<file path="src/rtl/shift_normalizer.sv">
// Iterative normaliser: left-justifies a word (mode 0 leading zeros, mode 1 redundant sign bits).
// Latency: done on the cycle after the (shamt+2)-th edge counted from the start-sampling edge.
// Backpressure: none; start is ignored while busy or done, and results hold until the next run.
module shift_normalizer #(
  parameter int WIDTH = 32,
  parameter int CNT_W = $clog2(WIDTH + 1)
) (
  input  logic             clk,
  input  logic             rst_n,
  input  logic             start,
  input  logic             mode,
  input  logic [WIDTH-1:0] in,
  output logic             busy,
  output logic             done,
  output logic [WIDTH-1:0] out,
  output logic [CNT_W-1:0] shamt
);

  typedef enum logic [1:0] {
    IDLE = 2'd0,
    RUN  = 2'd1,
    DONE = 2'd2
  } state_t;

  localparam logic [CNT_W-1:0] CNT_ZERO = CNT_W'(0);
  localparam logic [CNT_W-1:0] CNT_ONE  = CNT_W'(1);
  localparam logic [CNT_W-1:0] CNT_MAX  = CNT_W'(WIDTH);
  localparam logic [CNT_W-1:0] CNT_SGN  = CNT_W'(WIDTH - 1);

  state_t           state_q, state_d;
  logic [WIDTH-1:0] work_q;
  logic [CNT_W-1:0] cnt_q;
  logic             m_q;
  logic             term;

  always_ff @(posedge clk) begin
    if (!rst_n) state_q <= IDLE;
    else        state_q <= state_d;
  end

  // Sign mode stops one shift early so the sign bit always survives.
  always_comb begin
    state_d = state_q;
    term    = 1'b0;
    if (m_q) term = (work_q[WIDTH-1] != work_q[WIDTH-2]) || (cnt_q == CNT_SGN);
    else     term = work_q[WIDTH-1] || (cnt_q == CNT_MAX);
    unique case (state_q)
      IDLE:    if (start) state_d = RUN;
      RUN:     if (term) state_d = DONE;
      DONE:    state_d = IDLE;
      default: state_d = IDLE;
    endcase
  end

  always_ff @(posedge clk) begin
    if (!rst_n) begin
      work_q <= '0;
      cnt_q  <= CNT_ZERO;
      m_q    <= 1'b0;
      out    <= '0;
      shamt  <= CNT_ZERO;
    end else begin
      unique case (state_q)
        IDLE: begin
          if (start) begin
            work_q <= in;
            m_q    <= mode;
            cnt_q  <= CNT_ZERO;
          end
        end
        RUN: begin
          if (term) begin
            out   <= work_q;
            shamt <= cnt_q;
          end else begin
            work_q <= work_q << 1;
            cnt_q  <= cnt_q + CNT_ONE;
          end
        end
        default: ;
      endcase
    end
  end

  assign busy = (state_q == RUN);
  assign done = (state_q == DONE);

endmodule

</file>
<file path="config.mk">
export PLATFORM = sky130hd
export DESIGN_NAME = shift_normalizer
export DESIGN_NICKNAME = d
export VERILOG_FILES = /design/src/rtl/shift_normalizer.sv
export SDC_FILE = /design/constraint.sdc
export NUM_CORES = 1
export LEC_CHECK = 0
export CAP_MARGIN = 20
export CORE_MARGIN = 4
export CORE_UTILIZATION = 52
export DETAILED_ROUTE_END_ITERATION = 12
export GPL_TIMING_DRIVEN = 0
export HOLD_SLACK_MARGIN = 0.1
export PLACE_DENSITY_LB_ADDON = 0.05
export SYNTH_ARGS = -nofsm -noshare
export SYNTH_HDL_FRONTEND = slang
export SYNTH_SLANG_ARGS = --single-unit
</file>
<file path="constraint.sdc">
create_clock -name clk -period 4 [get_ports clk]
set_input_delay 0.8 -clock clk [delete_from_list [all_inputs] [get_ports clk]]
set_output_delay 0.8 -clock clk [all_outputs]
set_load 0.05 [all_outputs]
</file>
==> run summary, run 1 <==
outcome = complete, no violations
CP Capture Type = primary output
Syn Std Cell Area = 3090 sq um
post-synth net total = 306
vias in the first global route = 2,503
Synth area leaders = dfxtp_1, o221a_1, a22o_1
Final Hold Vio Count = 0
largest net degree at the start of global routing = 14
Initial Utilization = 54.8%
Root Buffer = clkbuf_8
# fillers = 413
RePlAce Congestion = 0.827
Layout Cells excl Fill = 430
EDFF count, synth = 0
IO Port Bufs = 75
CTS sink count = 79
initial drt markers = 97
max_slew headroom = 60.9%
post-synth top area cell = dfxtp_1
share of cells above drive strength 1 = 9.78%
fmax = 349 MHz
Yosys cell types = 37
Slowest-stage cell, CP = clkdlybuf4s50_1
Setup TNS = 0 ns
clk_skew = 0.0110 ns
Layout Nets = 392
drc violations = 0
Synth top area share = 51.2%
Synth async-reset ratio = 0%
max-cap violation count = 0
fin crit share = 71.7%
crit path cell chain = nand2b_1 -> buf_2 -> inv_1 -> clkdlybuf4s50_1
Worst path max stage delay = 0.86 ns
clk_lat worst skew = 0.35 ns
wire per inst = 17.0 um
Area growth, synth to finish = 34.0%
Mapped Avg Cell Area = 11.5 sq um
Post CTS Setup Buffer Count = 0
Core ar. = 5640 sq um
n_diodes = 0
FF+latch area = 1580 sq um
clk slew on worst S/H paths = 0.08 ns
ys flop type = dfxtp_1
Pwr per Cell Area = 442 nW/um^2
Crit path required time = 3.20 ns
setup ws final = 1.13 ns
CTS Buf Count = 9
Pre-antenna DRT Iters = 4
Vias = 2,509
Die Span X = 85.1 um
Pleak = 1.51 nW
Yosys reg bits = 79
Worst Hold Class = reg2reg
hold-critical path depth = 2
Setup violations, final = 0
first-pass GRT wire length = 12,100 um
Post-Route WL = 7290 um
path depth of the worst reg2reg path = 7
Worst setup SP type = flip-flop
critical path type = reg2out
Seq/Total Area, Yosys = 51.2%
Clock Path Buffers = 2
Syn. warnings = 0
utilization after layout = 73.4%
initial antenna violation count = 0
num rows = 27
GRT Residual Overflow = 0
Die H = 85.1 um
pre-CTS setup slack = 1.36 ns
area occupied by multi-input gates = 1370 sq um
RSZ-0062 raised after global routing = false
placed insts = 415
Post-CTS Resized = 0
antenna-violating nets left = 0
final worst path period need = 2.87 ns
Worst Tran Pin Value = 0.585 ns
CTS tree = built
fin. max-slew vios = 0
CTS Hold Bufs = 0
H-tree depth = 3
Die ar. = 7240 sq um
Gate Count Post-Synth = 268
Ports = 76
Vias/cell = 5.83
critical-path maximum fanout = 7
Tot GR Track Use = 20.8%
Arr. time, crit path = 2.07 ns
worst vdd ir = 0.247 mV
DP HPWL = 5020 um
## per-stage QoR
step / power, mW / area (sq um) / hold WS [ns]
CTS: 1.84 / 4140 / 0.462
finish: 1.83 / 4140 / 0.460
floorplan: 1.10 / 3090 / 0.464
global route: 1.91 / 4140 / 0.491
global placement: 1.21 / 3930 / 0.444
detailed placement: 1.21 / 3930 / 0.446
## layout by cell type, fill, tap and decap left out, drive strengths merged
cell	instances
a311o	1
ha	2
o21a	31
nand3	4
clkbuf	18
o22ai	1
a22o	32
o2111ai	2
o211ai	4
nor3	2
o31a	1
mux2i	7
and2	1
or3	1
and3	1
bufinv	2
nor4b	2
o221ai	1
clkinvlp	1
nand3b	2
nand4	2
clkinv	1
o211a	1
nor2	2
a21oi	4
nor2b	1
o221a	31
nand2b	2
o21ai	2
a211oi	1
inv	5
a2111o	2
clkdlybuf4s50	75
nand2	19
xnor2	1
buf	14
dfxtp	79
## report_power, final
group          switching (mW)  total, mW  internal, mW
clock network           0.283      0.632         0.349
registers              0.0521      0.899         0.846
logic                   0.164      0.300         0.136
## critical path: cells and delay by family, from the launching register on
kind	cells	cell delay (ns)
buffers and inverters	3	1.25
and+or+nand+nor	1	0.14
DFF	1	0.34
## logic make-up after synthesis
group | after synthesis | share of synthesized area [%]
fa+ha+maj | 2 | 0.810
flops | 79 | 51.2
xor+xnor | 1 | 0.284
compound gates | 114 | 33.6
simple gates | 39 | 7.29
buf+inv | 26 | 4.54
mux | 7 | 2.27
## state kept, by name, summed over array words and instances (netlist names)
signal and count:
out 32, work_q 32, cnt_q 6, shamt 6, state_q 2, m_q 1
## cell type report
cell class	instances	share of cell area [%]
buffer	22	3.02
clock buffer	10	3.08
clock inverter	5	1.96
inverter	4	0.363
multi-input combinational	163	33.0
sequential	79	38.2
tap	72	2.18
timing repair buffer	75	18.1
## cell usage after synthesis (all sizes together), types with 2 or more instances
library cell,n
nand4,2
nor2,2
clkbuf,8
ha,2
dfxtp,79
inv,4
a2111o,2
mux2i,7
nor4b,2
o221a,31
nand3,4
o21a,31
o21ai,2
nand3b,2
nor3,2
buf,14
a21oi,4
a22o,32
o2111ai,2
nand2b,2
nand2,19
o211ai,4
## metal layers
metal / up-vias / GRT usage, % / part of all wire (%)
met5: - / 0 / 0
met4: 0 / 8.20 / 1.1
met3: 7 / 4.66 / 5.6
met2: 78 / 32.1 / 45
met1: 1208 / 28.2 / 48
li1: 1216 / - / -
## worst paths after layout
check                                 from    endpoint  slack [ns]
worst max-delay path            state_q[1]        busy        1.13
worst min-delay path              shamt[4]    shamt[4]        0.46
worst max register to register    cnt_q[0]  work_q[23]        1.72
worst min register to register    shamt[4]    shamt[4]        0.46
(Power assumes the default switching activity.)
==> run 2: changes to the inputs <==
--- a/config.mk
+++ b/config.mk
@@ -7,7 +7,7 @@
 export LEC_CHECK = 0
 export CAP_MARGIN = 20
 export CORE_MARGIN = 4
-export CORE_UTILIZATION = 52
+export CORE_UTILIZATION = 49
 export DETAILED_ROUTE_END_ITERATION = 12
 export GPL_TIMING_DRIVEN = 0
 export HOLD_SLACK_MARGIN = 0.1
==> constraint.sdc (replaced) <==
create_clock -name clk -period 3 [get_ports clk]
set_input_delay 0.6 -clock clk [delete_from_list [all_inputs] [get_ports clk]]
set_output_delay 0.6 -clock clk [all_outputs]
set_load 0.05 [all_outputs]
==> run 2 against run 1 <==
  * First-iteration DRC count fell by 6.2%
  * Cell area rose by 0.73%
  * Total power rose by 38%
  * Die area rose by 5.5%
  * Combinational power rose by 33%
  * Largest power group unchanged
  * Sequential share of layout area fell by 0.28 points
==> run summary, run 2 (same netlist as run 1, synthesis figures left out) <==
hold-critical path depth = 2 (unchanged)
initial antenna violation count = 0 (unchanged)
Die Span X = 87.4 um (+2.7%)
num rows = 28 (+3.7%)
Final Hold Vio Count = 0 (unchanged)
clk_lat worst skew = 0.33 ns (-0.02 ns)
DP HPWL = 5110 um (+1.8%)
Pleak = 1.52 nW (+1.0%)
CTS tree = built
CTS Hold Bufs = 0 (unchanged)
CP Capture Type = primary output
Core ar. = 6030 sq um (+6.8%)
Layout Nets = 392 (unchanged)
n_diodes = 0 (unchanged)
H-tree depth = 3 (unchanged)
Crit path required time = 2.40 ns (-0.80 ns)
wire per inst = 16.8 um (-1.0%)
Ports = 76 (unchanged)
most frequent cells in the layout = dfxtp_1, clkdlybuf4s50_1, a22o_1, o21a_1, o221a_1
Logic pwr share = 15.8% (-0.6 points)
final worst path period need = 2.65 ns
CTS Buf Count = 9 (unchanged)
Tot GR Track Use = 20.5% (-0.30 points)
largest net degree at the start of global routing = 14 (unchanged)
max-cap violation count = 0 (unchanged)
RSZ-0062 raised after global routing = false
critical path type = reg2out
path depth of the worst reg2reg path = 7 (unchanged)
critical-path maximum fanout = 7 (unchanged)
CTS sink count = 79 (unchanged)
Pwr per Cell Area = 605 nW/um^2 (+37%)
Pre-antenna DRT Iters = 4 (unchanged)
clk slew on worst S/H paths = 0.08 ns (about the same)
drc violations = 0 (unchanged)
worst vdd ir = 0.391 mV (+58%)
worst hold start = shamt[4]
commonest non-fill, non-tap cell in the layout = dfxtp_1
Layout Cells excl Fill = 434 (+0.93%)
Reg-to-Reg End = work_q[9]
clock share of power = 36.7% (+2.2 points)
Setup TNS = 0 ns (unchanged)
Post-CTS Resized = 0 (unchanged)
Vias = 2,494 (-0.60%)
clk_skew = 0.00558 ns (-0.00545 ns)
Die H = 87.4 um (+2.7%)
IO Port Bufs = 75 (unchanged)
Arr. time, crit path = 2.05 ns (-0.02 ns)
Net Sw Frac = 26.1% (-1.1 points)
Area growth, synth to finish = 35.0%
fmax = 378 MHz
max_slew headroom = 62.0% (+1.1 points)
Setup violations, final = 0 (unchanged)
Post-Route WL = 7290 um (-0.11%)
share of cells above drive strength 1 = 9.75% (-0.027 points)
fin. max-slew vios = 0 (unchanged)
Die ar. = 7640 sq um (+5.5%)
outcome = complete, no violations
worst reg2reg startpoint = cnt_q[0]
Worst Hold Class = reg2reg
sequential fraction of design power = 47.5% (-1.6 points)
Worst Tran Pin Value = 0.569 ns (-0.0168 ns)
Worst setup SP type = flip-flop
setup slack, reg-to-reg = 0.78 ns (-0.94 ns)
Pint = 1.87 mW (+40%)
initial drt markers = 91 (-6.2%)
Root Buffer = clkbuf_8
Vias/cell = 5.75 (-1.5%)
Psw = 0.659 mW (+32%)
GRT Residual Overflow = 0 (unchanged)
Initial Utilization = 51.3% (-3.5 points)
top flop regs = out x32, work_q x32
Design Power = 2.52 mW (+38%)
vias in the first global route = 2,491 (-0.48%)
Clock Path Buffers = 2 (unchanged)
placed insts = 418 (+0.72%)
antenna-violating nets left = 0 (unchanged)
Post CTS Setup Buffer Count = 0 (unchanged)
first-pass GRT wire length = 12,200 um (+1.0%)
fin crit share = 88.2%
RePlAce Congestion = 0.868 (+5.1%)
Hold EP = shamt[4]
-- run 2: worst max-delay path, cell delays in order, from the launching register on --
cell	delay (ns)
dfxtp_1	0.34
nand2b_1	0.14
buf_2	0.17
inv_1	0.21
clkdlybuf4s50_1	0.85
-- run 2: power by group through the flow --
| stage | sequential [mW] | combinational, mW | clock (mW) |
|---|---|---|---|
| floorplan | 1.24 | 0.230 | 0 |
| global placement | 1.22 | 0.391 | 0 |
| detailed placement | 1.22 | 0.396 | 0 |
| CTS | 1.20 | 0.402 | 0.941 |
| global route | 1.21 | 0.433 | 0.988 |
| finish | 1.20 | 0.399 | 0.927 |
-- run 2: cell type report --
class	count	area [sq um]
buffer	22	125
clock buffer	11	131
clock inverter	5	104
fill	471	1860
inverter	4	15.0
multi-input combinational	163	1370
sequential	79	1580
tap	75	93.8
timing repair buffer	75	751
-- run 2: through the flow --
step | utilization (%) | area (sq um) | hold WS [ns] | setup WS (ns)
6_report | 69.2 | 4170 | 0.463 | 0.354
2_1_floorplan | - | 3090 | 0.464 | 1.08
4_1_cts | 69.2 | 4170 | 0.466 | 0.339
5_1_grt | 69.2 | 4170 | 0.489 | 0.263
3_5_place_dp | 65.3 | 3930 | 0.450 | 0.540
3_3_place_gp | 65.3 | 3930 | 0.445 | 0.575
-- run 2: worst max path at each step --
stage / from / cells past startpoint / to
6_report: state_q[1] / 4 / busy
3_5_place_dp: rst_n / 5 / cnt_q[4]
5_1_grt: state_q[1] / 4 / busy
2_1_floorplan: cnt_q[0] / 7 / work_q[24]
4_1_cts: state_q[1] / 4 / busy
3_3_place_gp: rst_n / 5 / cnt_q[4]
-- run 2: per-layer routing --
metal | GRT usage, % | up-vias | wire, um
met3 | 3.97 | 4 | 366
li1 | - | 1215 | -
met2 | 31.9 | 69 | 3410
met5 | 0 | - | 0
met1 | 27.9 | 1206 | 3470
met4 | 7.95 | 0 | 48
==> run 3: changes to the inputs <==
--- a/config.mk
+++ b/config.mk
@@ -7,7 +7,7 @@
 export LEC_CHECK = 0
 export CAP_MARGIN = 20
 export CORE_MARGIN = 4
-export CORE_UTILIZATION = 49
+export CORE_UTILIZATION = 45
 export DETAILED_ROUTE_END_ITERATION = 12
 export GPL_TIMING_DRIVEN = 0
 export HOLD_SLACK_MARGIN = 0.1
==> run 3 against run 2 <==
  * Clock power decreased by 14%
  * Setup slack got worse by 0.022 ns
  * Fmax decreased by 0.82%
  * Sequential share of layout area increased by 0.32 points
  * Utilization decreased by 5.5 points
  * Total power decreased by 5.3%
  * Flip-flop and latch count unchanged
  * Combinational power about the same
  * Wire length increased by 0.71%
  * Final cell count increased by 0.46%
  * Non-clock buffer count unchanged
  * Largest cell class unchanged
==> run summary, run 3 (same netlist as run 1, synthesis figures left out) <==
Vias = 2,515 (+0.84%)
clk slew on worst S/H paths = 0.08 ns (about the same)
Pleak = 1.50 nW (-1.2%)
share of cells above drive strength 1 = 10.0% (+0.28 points)
Pre-antenna DRT Iters = 5 (+1)
Core ar. = 6490 sq um (+7.8%)
RePlAce Congestion = 0.871 (+0.32%)
fin. max-slew vios = 0 (unchanged)
max-cap violation count = 0 (unchanged)
initial antenna violation count = 0 (unchanged)
WHS = 0.461 ns (-0.00136 ns)
vias in the first global route = 2,534 (+1.7%)
Final Hold Vio Count = 0 (unchanged)
clk_skew = 0.00929 ns (+0.00371 ns)
Hold EP = shamt[3]
first-pass GRT wire length = 12,100 um (-0.67%)
hold-critical path depth = 2 (unchanged)
Post-CTS Resized = 0 (unchanged)
final worst path period need = 2.67 ns (+0.0217 ns)
Die ar. = 8250 sq um (+8.1%)
commonest non-fill, non-tap cell in the layout = dfxtp_1
Design Power = 2.39 mW (-5.3%)
setup slack, reg-to-reg = 0.79 ns (about the same)
drc violations = 0 (unchanged)
Root Buffer = clkbuf_8
critical-path maximum fanout = 7 (unchanged)
CP Capture Type = primary output
Setup TNS = 0 ns (unchanged)
FF+latch area = 1580 sq um (unchanged)
Die H = 90.9 um (+4.0%)
Pwr per Cell Area = 578 nW/um^2 (-4.5%)
fmax = 375 MHz (-0.82%)
Die Span X = 90.9 um (+4.0%)
Post-Route WL = 7340 um (+0.71%)
Tot GR Track Use = 18.1% (-2.4 points)
worst hold start = shamt[3]
Setup violations, final = 0 (unchanged)
DP HPWL = 5170 um (+1.2%)
Layout Nets = 392 (unchanged)
worst reg2reg startpoint = cnt_q[0]
area occupied by multi-input gates = 1370 sq um (unchanged)
Worst setup SP type = flip-flop
Clock Path Buffers = 2 (unchanged)
worst vdd ir = 0.269 mV (-31%)
wire per inst = 16.8 um (+0.25%)
num rows = 29 (+3.6%)
H-tree depth = 3 (unchanged)
fin crit share = 88.9% (+0.72 points)
RSZ-0062 raised after global routing = false
largest net degree at the start of global routing = 14 (unchanged)
# fillers = 518 (+10%)
top flop regs = out x32, work_q x32
Initial Utilization = 47.6% (-3.7 points)
IO Port Bufs = 75 (unchanged)
outcome = complete, no violations
Post CTS Setup Buffer Count = 0 (unchanged)
CTS sink count = 79 (unchanged)
GRT Residual Overflow = 0 (unchanged)
n_diodes = 0 (unchanged)
path depth of the worst reg2reg path = 7 (unchanged)
critical path type = reg2out
most frequent cells in the layout = dfxtp_1, clkdlybuf4s50_1, a22o_1, o21a_1, o221a_1
Area growth, synth to finish = 33.8%
Ports = 76 (unchanged)
initial drt markers = 106 (+16%)
CTS Buf Count = 9 (unchanged)
clk_lat worst skew = 0.35 ns (+0.02 ns)
Worst Tran Pin Value = 0.542 ns (-0.0270 ns)
Vias/cell = 5.77 (+0.38%)
Worst Hold Class = reg2reg
utilization after layout = 63.6% (-5.5 points)
Arr. time, crit path = 2.07 ns (+0.02 ns)
Reg-to-Reg End = work_q[22]
CTS tree = built
Crit path required time = 2.40 ns (about the same)
max_slew headroom = 63.8% (+1.8 points)
antenna-violating nets left = 0 (unchanged)
CTS Hold Bufs = 0 (unchanged)
## run 3: final cells by class
type	count	area share, %
sequential	79	38.3
inverter	4	0.363
clock buffer	11	3.42
timing repair buffer	75	18.2
multi-input combinational	163	33.1
clock inverter	5	1.36
buffer	22	3.03
tap	77	2.33
## run 3: worst max path at each step
stage / to / slack [ns] / start / cells after the start
2_1_floorplan: work_q[24] / 1.08 / cnt_q[0] / 7
3_3_place_gp: cnt_q[4] / 0.54 / rst_n / 5
3_5_place_dp: cnt_q[4] / 0.53 / rst_n / 5
4_1_cts: busy / 0.31 / state_q[1] / 4
5_1_grt: busy / 0.27 / state_q[1] / 4
6_report: busy / 0.33 / state_q[1] / 4
## run 3: per-layer routing
layer / vias to the layer above / track usage (%) / wire length (um)
met2: 80 / 28.6 / 3440
met3: 5 / 4.25 / 435
met1: 1208 / 23.6 / 3400
met4: 0 / 7.54 / 62
met5: - / 0 / 0
li1: 1222 / - / -
## run 3: critical path, cell delays in order (launching register included)
cell	delay, ns
dfxtp_1	0.35
nand2b_1	0.14
buf_2	0.17
inv_1	0.20
clkdlybuf4s50_1	0.85
## run 3: stage by stage
step           cells  area (sq um)  setup WS [ns]
3_5_place_dp     420          3940          0.534
3_3_place_gp     420          3940          0.545
2_1_floorplan    268          3090           1.08
6_report         436          4130          0.333
5_1_grt          436          4130          0.266
4_1_cts          436          4130          0.315
## run 3: report_power, final
| group | switching, mW | leakage [nW] | internal [mW] |
|---|---|---|---|
| sequential | 0.0711 | 0.645 | 1.13 |
| clock | 0.386 | 0.0997 | 0.408 |
| combinational | 0.215 | 0.758 | 0.182 |
| total | 0.672 | 1.50 | 1.72 |
==> RTL change 1, RTL diff (flow settings as in run 3) <==
Put a register stage on the outputs `busy` and `done`, cleared by the reset. The values now appear one clock later. The other outputs are not delayed to match. Comments in the files are not updated.
--- a/src/rtl/shift_normalizer.sv
+++ b/src/rtl/shift_normalizer.sv
@@ -82,8 +82,15 @@
     end
   end
 
-  assign busy = (state_q == RUN);
-  assign done = (state_q == DONE);
+  always_ff @(posedge clk) begin
+    if (!rst_n) begin
+      busy <= '0;
+      done <= '0;
+    end else begin
+      busy <= (state_q == RUN);
+      done <= (state_q == DONE);
+    end
+  end
 
 endmodule
 
Check against the original RTL: not equivalent (a bounded check fails within 4 cycles, from zero or initial values and one cycle with rst_n low).
==> RTL change 1 against run 3 <==
  * Setup slack gained 0.35 ns
  * Sequential cell count rose by 2
  * Design area is 2.6% higher
  * Wire length rose by 12%
  * Area after synthesis grew 3.2%
  * Die area increased by 2.9%
  * Final cell count rose by 29%
  * Power increased by 2.8%
  * First-iteration DRC count increased by 34%
  * Combinational power up 14%
  * Register-to-register slack lost 0.11 ns
==> RTL change 1: results (changes against run 3) <==
stage,metric,value,unit,change
status,run_status,"complete, no violations",,unchanged
placed_design,place_worst_setup_slack,0.4871,ns,was 0.5341 ns
placed_design,finalWeightedCongestion,0.8597,,was 0.8711
critical_path,reg2reg_setup_slack,0.68,ns,was 0.79 ns
power,p_sw,0.7423,mW,was 0.6719 mW
min_path,hold_path_end,shamt[0],,was shamt[3]
synth,synth_cell_types,36,,was 37
final_layout,drive_above_1_share,5.579,%,was 10.03%
min_path,hold_path_startpoint,shamt[0],,was shamt[3]
critical_path,worst-endpoint-arrival,2.59,ns,was 2.07 ns
route,detail_route.wl_per_cell,14.62,µm,was 16.83 µm
synth,yosys-top-cells-area,"sky130_fd_sc_hd__dfxtp_1 (51%), sky130_fd_sc_hd__o221ai_1 (8.5%), sky130_fd_sc_hd__nor2_1 (7.8%), sky130_fd_sc_hd__nand3_1 (6.6%), sky130_fd_sc_hd__nand2_1 (5.4%)",,"was sky130_fd_sc_hd__dfxtp_1 (51%), sky130_fd_sc_hd__o221a_1 (11%), sky130_fd_sc_hd__a22o_1 (9.1%), sky130_fd_sc_hd__o21a_1 (7.5%), sky130_fd_sc_hd__nand2_1 (2.3%)"
timing,slew_headroom,66.12,%,was 63.79%
synth,synth_sequential_area_ratio,50.88,%,was 51.19%
power,power.combinational.total,0.451,mW,was 0.397 mW
timing,timing.hold.ws,0.4505,ns,was 0.4614 ns
critical_path,worst_setup_path_class,reg2reg,,was reg2out
global_route,via_count_of_the_first_global_routing_pass,2910,,was 2534
global_route,grt_use_total,19.97,%,was 18.08%
final_layout,fillerInstances,667,,was 518
route,routed_via_density,5.343,,was 5.768
final_layout,finish.net_count,500,,was 392
synth,post_synth_most_frequent_cells,"sky130_fd_sc_hd__dfxtp_1 (81), sky130_fd_sc_hd__nor2_1 (66), sky130_fd_sc_hd__nand2_1 (46)",,"was sky130_fd_sc_hd__dfxtp_1 (79), sky130_fd_sc_hd__a22o_1 (32), sky130_fd_sc_hd__o21a_1 (31), sky130_fd_sc_hd__o221a_1 (31), sky130_fd_sc_hd__nand2_1 (19)"
placed_design,hpwl,5.823,mm,was 5.170 mm
critical_path,cp-startpoint,cnt_q[0],,was state_q[1]
power,peak_ir_drop_on_the_vdd_network,302.9,µV,was 268.7 µV
power,p_clk_share,31.3,%,was 33.2%
critical_path,critical_path.reg2reg.endpoint,work_q[12],,was work_q[22]
critical_path,timing.critical_path.fanout_max,10,,was 7
clocking,buffer_type_at_the_clock_tree_root,sky130_fd_sc_hd__clkbuf_8,,unchanged
timing,finClkSkew,0.01052,ns,was 0.009287 ns
synth,syn-num-nets,414,,was 306
-- RTL change 1: changes by cell type after synthesis, sizes merged, moves of 31 or more --
cell | run 3 | this run
nand3 | 4 | 42
o21ai | 2 | 38
a22o | 32 | 0
nor2 | 2 | 66
o221a | 31 | 0
-- RTL change 1: kinds of logic after synthesis --
kind of cell	share of synthesized area, %
AO/OA/AOI/OAI	20.06
flip-flops	50.88
AND/OR/NAND/NOR	22.69
adder cells (fa/ha/maj)	0.7851
buffers and inverters	5.300
XOR/XNOR	0.2749
-- RTL change 1: cell type report --
type                    instances  area, µm²  share of cell area [%]
repair buffers                 75      750.7                   17.70
inverters                       4      15.01                  0.3540
clock inverters                 6      60.06                   1.416
multi-input cells             258       1396                   32.92
flip-flops and latches         81       1622                   38.23
plain buffers                  33      153.9                   3.628
clock buffers                   9      123.9                   2.920
well taps                      96      120.1                   2.832
-- RTL change 1: metal layers --
| layer | track usage (%) | up-vias | routed length, µm | share of wire [%] |
|---|---|---|---|---|
| met5 | 0 | - | 0 | 0 |
| met4 | 6.683 | 0 | 115 | 1.4 |
| met3 | 4.020 | 13 | 457 | 5.6 |
| met2 | 32.36 | 91 | 3797 | 46 |
| met1 | 26.54 | 1401 | 3847 | 47 |
| li1 | - | 1498 | - | - |
-- RTL change 1: through the flow --
stage	total power, mW	area (µm²)	utilization, %
floorplan	1.545	3187	-
global placement	1.699	4058	59.40
detailed placement	1.711	4058	59.40
CTS	2.473	4242	62.09
global route	2.580	4242	62.09
finish	2.457	4242	62.09
-- RTL change 1: worst min-delay path, cell delays in order (launching register included) --
cell,delay [ns]
sky130_fd_sc_hd__dfxtp_1,0.31
sky130_fd_sc_hd__nand2_1,0.05
sky130_fd_sc_hd__o21ai_1,0.05
==> RTL change 2, RTL diff (config.mk and constraints of run 3) <==
Made on the original files. Change the parameter `WIDTH` from 32 to 128.
--- a/src/rtl/shift_normalizer.sv
+++ b/src/rtl/shift_normalizer.sv
@@ -2,7 +2,7 @@
 // Latency: done on the cycle after the (shamt+2)-th edge counted from the start-sampling edge.
 // Backpressure: none; start is ignored while busy or done, and results hold until the next run.
 module shift_normalizer #(
-  parameter int WIDTH = 32,
+  parameter int WIDTH = 128,
   parameter int CNT_W = $clog2(WIDTH + 1)
 ) (
   input  logic             clk,
Ports: changed (resized in, out and shamt); port bits go from 76 to 270. No check against the original RTL was run, so the function may have changed too.
==> RTL change 2 against run 3 <==
  * Maximum frequency fell by 5.3%
  * Combinational power increased to 4.2 times the old value
  * Area after synthesis rose to 3.7 times the old value
  * Hold slack got worse by 0.0072 ns
  * Non-clock buffer count increased by 274
  * Setup slack got worse by 0.15 ns
  * Design area grew to 3.7 times the old value
  * Count of clock-buffer cells in the layout increased by 35
  * Die area grew to 3.4 times the old value
  * Clock power grew to 4.5 times the old value
  * Wire length increased to 4.2 times the old value
  * Sequential cell count grew 196
  * Power grew to 4.0 times the old value
  * Largest cell class unchanged
  * Largest power group unchanged
  * Highest routed layer is now met5
==> RTL change 2: results (changes against run 3) <==
stage,metric,value,unit,change
placed_design,place_worst_setup_slack,-0.06800,ns,was 0.5341 ns
clocking,max-clock-path-buffers,3,,was 2
critical_path,reg2reg_setup_slack,0.56,ns,was 0.79 ns
clocking,clock_input_transition_at_the_sequential_cells_of_the_worst_setup_and_hold_paths,0.06,ns,was 0.08 ns
synth,post_synth_most_frequent_cells,"sky130_fd_sc_hd__nand2_1 (278), sky130_fd_sc_hd__dfxtp_1 (275), sky130_fd_sc_hd__mux2i_1 (137)",,"was sky130_fd_sc_hd__dfxtp_1 (79), sky130_fd_sc_hd__a22o_1 (32), sky130_fd_sc_hd__o21a_1 (31), sky130_fd_sc_hd__o221a_1 (31), sky130_fd_sc_hd__nand2_1 (19)"
timing,timing.hold.ws,0.4541,ns,was 0.4614 ns
synth,synth_sequential_area_ratio,48.81,%,was 51.19%
final_layout,fillerInstances,2101,,was 518
power,leakagePower,5.309,nW,was 1.503 nW
placed_design,finalWeightedCongestion,0.8645,,was 0.8711
status,run_status,"complete, no violations",,unchanged
power,total_power,9.502,mW,was 2.390 mW
power,swShare,27.54,%,was 28.12%
placed_design,dp.cells,1700,,was 420
clocking,cts.htree.levels,1,,was 3
placed_design,detailed_place.area,14370,µm²,was 3936 µm²
global_route,grt_pass1_wl,49.11,mm,was 12.14 mm
final_layout,largest_registers,"out (128), work_q (128)",,"was out (32), work_q (32)"
route,first_iter_violations,554,,was 106
final_layout,finish.net_count,1541,,was 392
global_route,via_count_of_the_first_global_routing_pass,9172,,was 2534
route,route.vias.total,9333,,was 2515
route,detail_route.wl_per_cell,17.75,µm,was 16.83 µm
clocking,buffer_type_at_the_clock_tree_root,sky130_fd_sc_hd__clkbuf_16,,was sky130_fd_sc_hd__clkbuf_8
timing,finClkSkew,0.006354,ns,was 0.009287 ns
## RTL change 2: how the worst max path moves through the flow
stage,from,to,slack (ns),depth (start not counted)
floorplan,cnt_q[0],work_q[124],1.10,8
global placement,rst_n,out[1],0.06,6
detailed placement,rst_n,shamt[6],-0.07,6
CTS,state_q[1],busy,0.18,3
global route,state_q[1],busy,0.14,3
finish,state_q[1],busy,0.18,3
## RTL change 2: cell families after synthesis
family          after synthesis  synth area share, %
simple gates                306                10.96
fa+ha+maj                     2               0.2218
mux                         137                12.16
xor+xnor                      1              0.07766
compound gates              278                22.95
buf+inv                     109                4.825
flops                       275                48.81
## RTL change 2: metal layers
metal | part of all wire, % | vias up | GRT usage (%) | wire length [µm]
met1 | 45 | 4360 | 28.67 | 14010
met4 | 2.2 | 6 | 5.585 | 700
met5 | 0.12 | - | 0 | 37
met3 | 7.4 | 54 | 5.475 | 2314
li1 | - | 4613 | - | -
met2 | 45 | 300 | 34.23 | 14080
## RTL change 2: layout make-up
class / count / area (µm²) / area share (%)
repair buffers: 268 / 2683 / 17.50
clock buffers: 46 / 859.6 / 5.609
clock inverters: 8 / 96.34 / 0.6286
diodes: 1 / 2.502 / 0.01633
plain buffers: 103 / 521.8 / 3.404
flip-flops and latches: 275 / 5505 / 35.92
inverters: 6 / 22.52 / 0.1470
well taps: 324 / 405.4 / 2.645
multi-input cells: 724 / 5230 / 34.13
## RTL change 2: power by group through the flow
stage | clock (mW) | combinational [mW] | sequential (mW)
floorplan | 0 | 0.952 | 4.44
global placement | 0 | 1.64 | 4.33
detailed placement | 0 | 1.66 | 4.34
CTS | 3.64 | 1.67 | 4.26
global route | 3.80 | 1.80 | 4.31
finish | 3.57 | 1.66 | 4.27
## RTL change 2: worst max-delay path, delay by kind of cell, from the launching register on
| family | cells | cell delay, ns |
|---|---|---|
| buffers and inverters | 2 | 1.07 |
| AND/OR/NAND/NOR | 1 | 0.27 |
| flip-flops | 1 | 0.33 |
